`src/rtl/nrisc_ctrl_fsm.sv`:
```
// Purpose : NRISC control FSM; decodes one 16-bit instruction at a time and drives the datapath strobes.
// Latency : outputs registered; EXEC strobes appear the cycle after instr_valid && instr_ready.
// Backpress: instr_ready high only in FETCH; MEM holds mem_req until mem_ack or MEM_TIMEOUT expires.
//
// Ports: clk/rst (async active-high); instr/instr_valid/instr_ready fetch handshake; flags {C,Z,M};
//        ula_ctrl/ula_incdec, reg_rd/rf1/rf2/we, imm_sel/data_sel, addr_le/mem_req/mem_we/mem_ack,
//        stack_push/pop, pc_sel/pc_en, state code and sticky fault.
// Option : define NRISC_CTRL_IRQ_EN to add irq/irq_ack and the interrupt-enable flag.
module nrisc_ctrl_fsm #(
    parameter int STACK_DEPTH = 8,
    parameter int MEM_TIMEOUT = 15
) (
    input  logic        clk,
    input  logic        rst,
    input  logic [15:0] instr,
    input  logic        instr_valid,
    output logic        instr_ready,
    input  logic [2:0]  flags,
    output logic [3:0]  ula_ctrl,
    output logic        ula_incdec,
    output logic [3:0]  reg_rd,
    output logic [3:0]  reg_rf1,
    output logic [3:0]  reg_rf2,
    output logic        reg_we,
    output logic        imm_sel,
    output logic        data_sel,
    output logic        addr_le,
    output logic        mem_req,
    output logic        mem_we,
    input  logic        mem_ack,
    output logic        stack_push,
    output logic        stack_pop,
    output logic [1:0]  pc_sel,
    output logic        pc_en,
`ifdef NRISC_CTRL_IRQ_EN
    input  logic        irq,
    output logic        irq_ack,
`endif
    output logic [2:0]  state,
    output logic        fault
);

    localparam int DW = $clog2(STACK_DEPTH + 1);
    localparam int TW = $clog2(MEM_TIMEOUT + 1);

    typedef enum logic [2:0] {
        S_FETCH = 3'd0,
        S_EXEC  = 3'd1,
        S_MEM   = 3'd2,
        S_HALT  = 3'd3,
        S_FAULT = 3'd4
    } state_t;

    typedef struct packed {
        logic       instr_ready;
        logic [3:0] ula_ctrl;
        logic       ula_incdec;
        logic [3:0] reg_rd;
        logic [3:0] reg_rf1;
        logic [3:0] reg_rf2;
        logic       reg_we;
        logic       imm_sel;
        logic       data_sel;
        logic       addr_le;
        logic       mem_req;
        logic       mem_we;
        logic       stack_push;
        logic       stack_pop;
        logic [1:0] pc_sel;
        logic       pc_en;
        logic       fault;
`ifdef NRISC_CTRL_IRQ_EN
        logic       irq_ack;
`endif
    } out_t;

    state_t          state_q, state_d;
    state_t          tgt_q, tgt_d;      // where EXEC goes next, decided at fetch time
    logic [15:0]     ir_q, ir_d;
    logic [DW-1:0]   depth_q, depth_d;
    logic [TW-1:0]   tmr_q, tmr_d;      // index of the current mem_req cycle, 1-based
    logic            done_q, done_d;    // MEM is in its post-ack completion cycle
    out_t            o_q, o_d;
`ifdef NRISC_CTRL_IRQ_EN
    logic            ie_q, ie_d;
`endif

    // Outputs held while MEM waits for mem_ack; SW routes IR[11:8] to both read ports.
    function automatic out_t mem_wait_out(input logic [15:0] ir);
        out_t o;
        o         = '0;
        o.mem_req = 1'b1;
        o.reg_rd  = ir[11:8];
        if (ir[15:12] == 4'h2) begin
            o.mem_we   = 1'b1;
            o.reg_rf1  = ir[11:8];
            o.reg_rf2  = ir[11:8];
            o.ula_ctrl = 4'h2;
        end else begin
            o.reg_rf1 = ir[7:4];
            o.reg_rf2 = ir[3:0];
        end
        return o;
    endfunction

    always_comb begin
        state_d = state_q;
        tgt_d   = tgt_q;
        ir_d    = ir_q;
        depth_d = depth_q;
        tmr_d   = tmr_q;
        done_d  = done_q;
`ifdef NRISC_CTRL_IRQ_EN
        ie_d    = ie_q;
`endif
        o_d     = '0;

        case (state_q)
            S_FETCH: begin
                if (instr_valid) begin
                    // Decode straight from the bus so the EXEC strobes are registered on entry.
                    ir_d        = instr;
                    state_d     = S_EXEC;
                    tgt_d       = S_FETCH;
                    o_d.reg_rd  = instr[11:8];
                    o_d.reg_rf1 = instr[7:4];
                    o_d.reg_rf2 = instr[3:0];
                    case (instr[15:12])
                        4'h0: begin
                            case (instr[11:8])
                                4'h0, 4'h2: o_d.pc_en = 1'b1;
                                4'h1, 4'h3: tgt_d = S_HALT;
                                4'h4: begin
                                    if (depth_q < DW'(STACK_DEPTH)) begin
                                        o_d.stack_push = 1'b1;
                                        o_d.pc_sel     = 2'd1;
                                        o_d.pc_en      = 1'b1;
                                        depth_d        = depth_q + DW'(1);
                                    end else begin
                                        tgt_d = S_FAULT;
                                    end
                                end
                                4'h5, 4'h6: begin
                                    if (depth_q != '0) begin
                                        o_d.stack_pop = 1'b1;
                                        o_d.pc_sel    = 2'd2;
                                        o_d.pc_en     = 1'b1;
                                        depth_d       = depth_q - DW'(1);
`ifdef NRISC_CTRL_IRQ_EN
                                        if (instr[11:8] == 4'h6) ie_d = 1'b1;
`endif
                                    end else begin
                                        tgt_d = S_FAULT;
                                    end
                                end
                                default: tgt_d = S_FAULT;
                            endcase
                        end
                        4'h1, 4'h2: begin
                            o_d.addr_le = 1'b1;
                            tgt_d       = S_MEM;
                        end
                        4'h3: begin
                            o_d.imm_sel = 1'b1;
                            o_d.reg_we  = 1'b1;
                            o_d.pc_en   = 1'b1;
                        end
                        4'h4: begin
                            o_d.pc_sel = 2'd1;
                            o_d.pc_en  = 1'b1;
                        end
                        4'h5: begin
                            o_d.pc_sel = {1'b0, flags[1]};
                            o_d.pc_en  = 1'b1;
                        end
                        4'h6: begin
                            o_d.pc_sel = {1'b0, flags[2]};
                            o_d.pc_en  = 1'b1;
                        end
                        4'h7: begin
                            o_d.pc_sel = {1'b0, flags[0]};
                            o_d.pc_en  = 1'b1;
                        end
                        4'h8, 4'h9, 4'hA, 4'hB, 4'hC: begin
                            o_d.ula_ctrl = instr[15:12] - 4'h8;
                            o_d.reg_we   = 1'b1;
                            o_d.pc_en    = 1'b1;
                        end
                        4'hD, 4'hE: begin
                            o_d.ula_ctrl = (instr[15:12] == 4'hD) ? {instr[0], 3'h5} : {instr[0], 3'h6};
                            o_d.reg_we   = 1'b1;
                            o_d.pc_en    = 1'b1;
                        end
                        default: begin  // 4'hF unary group
                            o_d.reg_we = 1'b1;
                            o_d.pc_en  = 1'b1;
                            case (instr[3:0])
                                4'h0: o_d.ula_ctrl = 4'h7;
                                4'h1: o_d.ula_ctrl = 4'h8;
                                4'h2: o_d.ula_incdec = 1'b1;
                                4'h3: begin
                                    o_d.ula_ctrl   = 4'h1;
                                    o_d.ula_incdec = 1'b1;
                                end
                                default: begin
                                    o_d.reg_we = 1'b0;
                                    o_d.pc_en  = 1'b0;
                                    tgt_d      = S_FAULT;
                                end
                            endcase
                        end
                    endcase
                end
            end
            S_EXEC: begin
                state_d = tgt_q;
                if (tgt_q == S_MEM) begin
                    o_d    = mem_wait_out(ir_q);
                    tmr_d  = TW'(1);
                    done_d = 1'b0;
                end
            end
            S_MEM: begin
                if (done_q) begin
                    state_d = S_FETCH;
                end else if (mem_ack) begin
                    // Completion cycle stays in MEM so the write/PC strobes remain MEM-only pulses.
                    done_d      = 1'b1;
                    o_d.reg_rd  = ir_q[11:8];
                    o_d.reg_rf1 = ir_q[7:4];
                    o_d.reg_rf2 = ir_q[3:0];
                    o_d.pc_en   = 1'b1;
                    if (ir_q[15:12] == 4'h1) begin
                        o_d.data_sel = 1'b1;
                        o_d.reg_we   = 1'b1;
                    end
                end else if (tmr_q == TW'(MEM_TIMEOUT)) begin
                    state_d = S_FAULT;
                end else begin
                    tmr_d = tmr_q + TW'(1);
                    o_d   = mem_wait_out(ir_q);
                end
            end
            S_HALT, S_FAULT: ;
            default: state_d = S_FAULT;
        endcase

`ifdef NRISC_CTRL_IRQ_EN
        // Interrupt entry borrows one EXEC cycle for its strobes and wins over instr_valid.
        if (irq && ie_q && (depth_q < DW'(STACK_DEPTH)) &&
            (state_q == S_FETCH || state_q == S_HALT)) begin
            state_d        = S_EXEC;
            tgt_d          = S_FETCH;
            ir_d           = ir_q;
            depth_d        = depth_q + DW'(1);
            ie_d           = 1'b0;
            o_d            = '0;
            o_d.stack_push = 1'b1;
            o_d.pc_sel     = 2'd3;
            o_d.pc_en      = 1'b1;
            o_d.irq_ack    = 1'b1;
        end
`endif

        o_d.instr_ready = (state_d == S_FETCH);
        o_d.fault       = (state_d == S_FAULT);
    end

    always_ff @(posedge clk or posedge rst) begin
        if (rst) begin
            state_q           <= S_FETCH;
            tgt_q             <= S_FETCH;
            ir_q              <= '0;
            depth_q           <= '0;
            tmr_q             <= '0;
            done_q            <= 1'b0;
            o_q               <= '0;
            o_q.instr_ready   <= 1'b1;
`ifdef NRISC_CTRL_IRQ_EN
            ie_q              <= 1'b1;
`endif
        end else begin
            state_q <= state_d;
            tgt_q   <= tgt_d;
            ir_q    <= ir_d;
            depth_q <= depth_d;
            tmr_q   <= tmr_d;
            done_q  <= done_d;
            o_q     <= o_d;
`ifdef NRISC_CTRL_IRQ_EN
            ie_q    <= ie_d;
`endif
        end
    end

    assign instr_ready = o_q.instr_ready;
    assign ula_ctrl    = o_q.ula_ctrl;
    assign ula_incdec  = o_q.ula_incdec;
    assign reg_rd      = o_q.reg_rd;
    assign reg_rf1     = o_q.reg_rf1;
    assign reg_rf2     = o_q.reg_rf2;
    assign reg_we      = o_q.reg_we;
    assign imm_sel     = o_q.imm_sel;
    assign data_sel    = o_q.data_sel;
    assign addr_le     = o_q.addr_le;
    assign mem_req     = o_q.mem_req;
    assign mem_we      = o_q.mem_we;
    assign stack_push  = o_q.stack_push;
    assign stack_pop   = o_q.stack_pop;
    assign pc_sel      = o_q.pc_sel;
    assign pc_en       = o_q.pc_en;
    assign fault       = o_q.fault;
    assign state       = state_q;
`ifdef NRISC_CTRL_IRQ_EN
    assign irq_ack     = o_q.irq_ack;
`endif

endmodule
```
`config.mk`:
```
export PLATFORM = sky130hd
export DESIGN_NAME = nrisc_ctrl_fsm
export DESIGN_NICKNAME = d
export VERILOG_FILES = /design/src/rtl/nrisc_ctrl_fsm.sv
export SDC_FILE = /design/constraint.sdc
export NUM_CORES = 1
export LEC_CHECK = 0
export CAP_MARGIN = 25
export CORE_UTILIZATION = 55
export DETAILED_ROUTE_END_ITERATION = 10
export MAX_ROUTING_LAYER = met4
export PLACE_DENSITY = 0.85
export SYNTH_ARGS = -nofsm -noshare
export SYNTH_HDL_FRONTEND = slang
export SYNTH_SLANG_ARGS = --single-unit
```
`constraint.sdc`:
```
create_clock -name clk -period 3.3 [get_ports clk]
set_input_delay 0.495 -clock clk [delete_from_list [all_inputs] [get_ports clk]]
set_output_delay 0.495 -clock clk [all_outputs]
set_load 0.01 [all_outputs]
```
==> metrics.cfg <==
[run_status]
status = finished, final reports clean

[power]
ir_drop_mv = 0.313
power_density_nw_per_um2 = 443
p_leak_nw = 1.65
total_power_mw = 1.59

[global_route]
antenna_found_initial = 0
grt_first_pass_wirelength_um = 10400
grt_start_max_net_pins = 38
grt.total_usage = 0.275
grt_pass1_vias = 2142
grt_overflow_total = 0

[timing]
final.setup_skew_ns = 0.00720
rsz0062_at_grt = false
finalCritPeriodShare = 0.796
fin_crit_ns = 2.63
slew_violations = 0
max_slew_margin = 0.234
setup_tns_ns = 0
setup_viol = 0
max_freq_mhz = 381
worst_pin_slew_ns = 1.14
hold_viol = 0

[synthesis]
synthTopCellsByArea = dfrtp_1 55%, nand2_1 7.2%, a221o_1 2.9%
synth_edf_count = 0
synth.distinct_cells = 50
synth_warnings = 0
ys_ff_latch = 61
syn_inst = 269
synth_common_cells = 60 x dfrtp_1, 53 x nand2_1, 15 x nor2_1, 12 x clkbuf_1, 10 x inv_1
synthesis.area_um2 = 2750
yosysSeqAreaShare = 0.556
synthFlopType = dfrtp_1
post-synth-top-count-cell = dfrtp_1
yosys.area.top_type = dfrtp_1
synth-async-reset-ratio = 1.00
avgSynthCellArea_um2 = 10.2
yosysTopAreaCellShare = 0.547
synth_nets = 296

[finish]
antenna_cells = 0
fillers = 325
area_delta_synth_final_pct = 30.6
final_nets = 353
fin_util = 0.754
layout.cells.non_filler = 398
drive_gt1_frac = 0.0937

[critical_path]
rrSetupSlack_ns = 1.03
cp-endpoint = depth_q[3]$_DFFE_PP0P_
cp.arrival_ns = 2.88
crit_start = instr[8]
worstSetupEndpointType = flop
path_class = in -> reg
r2r_start = state[0]$_DFF_PP0_
critPathRequiredTime_ns = 3.55
crit_fanout = 9
crit_path_start_kind = primary input
r2r_cells = 4
r2r_end = tmr_q[3]$_DFFE_PP0P_

[floorplanning]
num_rows = 25
ios = 56
die_h_um = 72.7
die_w_um = 72.7
coreArea_um2 = 4750
dieArea_um2 = 5280
start_util = 0.578

[clocking]
clk_latency_ns = 0.33
clock-root-buffer = clkbuf_8
cts.repair.resized = 0
htreeDepth = 3
numCtsBuffers = 9
clock_sinks = 61
ctsHoldBuffers = 0
cts_buffer_depth = 2
cts_setup_buffers = 0
cts_tree = built
path_clk_slew_ns = 0.07

[routing]
drt.antenna.violating_nets = 0
vias_per_cell = 5.89
drt_iter0_markers = 266
dr_total_vias = 2346
drt_first_pass_iters = 5
routed_wirelength_um = 6470
wl_per_cell_um = 16.3
drc_errors = 0

[placement]
io_buffers = 55
post-dp-hpwl_um = 4430
finalWeightedCongestion = 0.854
dp_cells = 382

[run]
max_cap_violations = 0

[worst_hold_path]
min_path_type = reg -> reg

[power breakdown]
| group | switching [mW] | internal (mW) |
|---|---|---|
| sequential | 0.00908 | 0.759 |
| combinational | 0.0539 | 0.0422 |
| clock | 0.281 | 0.442 |
[cells in the final DEF (no fill, tap or decap), types with 3 or more instances in the layout]
master           synthesis  final
o211ai_1                 3      3
a211oi_1                 4      4
clkbuf_8                 0     10
o22ai_1                  4      4
a221o_1                  8      8
nand2b_1                 5      5
inv_1                   10      9
clkdlybuf4s50_1          0     55
nand3_1                  4      4
dfrtp_1                 60     60
a31oi_1                  3      3
nor3_1                   8      8
ha_1                     3      3
a22o_1                   5      5
nor4_1                   6      6
nor2b_1                  3      3
buf_4                    0      5
nand2_1                 53     53
or4_1                    4      4
a21oi_1                  9      9
clkinv_2                 0      3
xnor2_1                  4      4
nor2_1                  15     15
o21ai_0                  6      6
[sequential cells by signal, summed over array words and instances, names as in the netlist, 2 cells and up]
signal / flops
tgt_q: 3
reg_rf1: 4
state: 3
reg_rf2: 4
ir_q: 16
reg_rd: 4
tmr_q: 4
depth_q: 4
ula_ctrl: 4
pc_sel: 2
[worst min path at each step]
stage	cells past startpoint	to	startpoint
after floorplan	2	ir_q[0]$_DFFE_PP0P_	ir_q[0]$_DFFE_PP0P_
after global placement	2	ir_q[5]$_DFFE_PP0P_	ir_q[5]$_DFFE_PP0P_
after detailed placement	2	ir_q[3]$_DFFE_PP0P_	ir_q[3]$_DFFE_PP0P_
after CTS	2	ir_q[3]$_DFFE_PP0P_	ir_q[3]$_DFFE_PP0P_
after global routing	2	ir_q[3]$_DFFE_PP0P_	ir_q[3]$_DFFE_PP0P_
final	2	ir_q[3]$_DFFE_PP0P_	ir_q[3]$_DFFE_PP0P_
[cell type report]
| cell class | instances | area [um2] | share of cell area |
|---|---|---|---|
| flip-flops and latches | 61 | 1530 | 0.426 |
| clock inverters | 5 | 75.1 | 0.0209 |
| clock buffers | 11 | 141 | 0.0394 |
| well taps | 67 | 83.8 | 0.0234 |
| repair buffers | 60 | 588 | 0.164 |
| multi-input cells | 184 | 1130 | 0.316 |
| inverters | 10 | 37.5 | 0.0105 |
[per-stage QoR]
| step | hold slack, ns | area (um2) | setup slack [ns] |
|---|---|---|---|
| 2_1_floorplan | 0.447 | 2750 | 1.03 |
| 3_3_place_gp | 0.459 | 3370 | 0.515 |
| 3_5_place_dp | 0.465 | 3370 | 0.409 |
| 4_1_cts | 0.481 | 3590 | 0.695 |
| 5_1_grt | 0.504 | 3590 | 0.443 |
| 6_report | 0.484 | 3590 | 0.674 |
[metal layers]
metal / vias up / part of all wire / GRT usage
met1: 1138 / 0.42 / 0.367
met3: 7 / 0.075 / 0.0414
li1: 1077 / - / -
met4: 0 / 0.012 / 0.109
met5: - / 0 / -
met2: 124 / 0.50 / 0.426
[kinds of logic after synthesis]
kind of cell / after synthesis / synth area share
adder cells (fa/ha/maj): 4 / 0.0210
flip-flops: 61 / 0.556
AND/OR/NAND/NOR: 116 / 0.208
XOR/XNOR: 6 / 0.0191
multiplexers: 4 / 0.0155
AO/OA/AOI/OAI: 54 / 0.147
buffers and inverters: 24 / 0.0337
[worst max-delay path, stage by stage]
cell	delay (ns)
clkdlybuf4s50_1	0.55
xnor2_1	0.45
nor2_1	0.20
ha_1	0.36
a21oi_1	0.20
a211oi_1	0.11
nor4_1	0.35
xnor2_1	0.16
(Power assumes the default switching activity.)
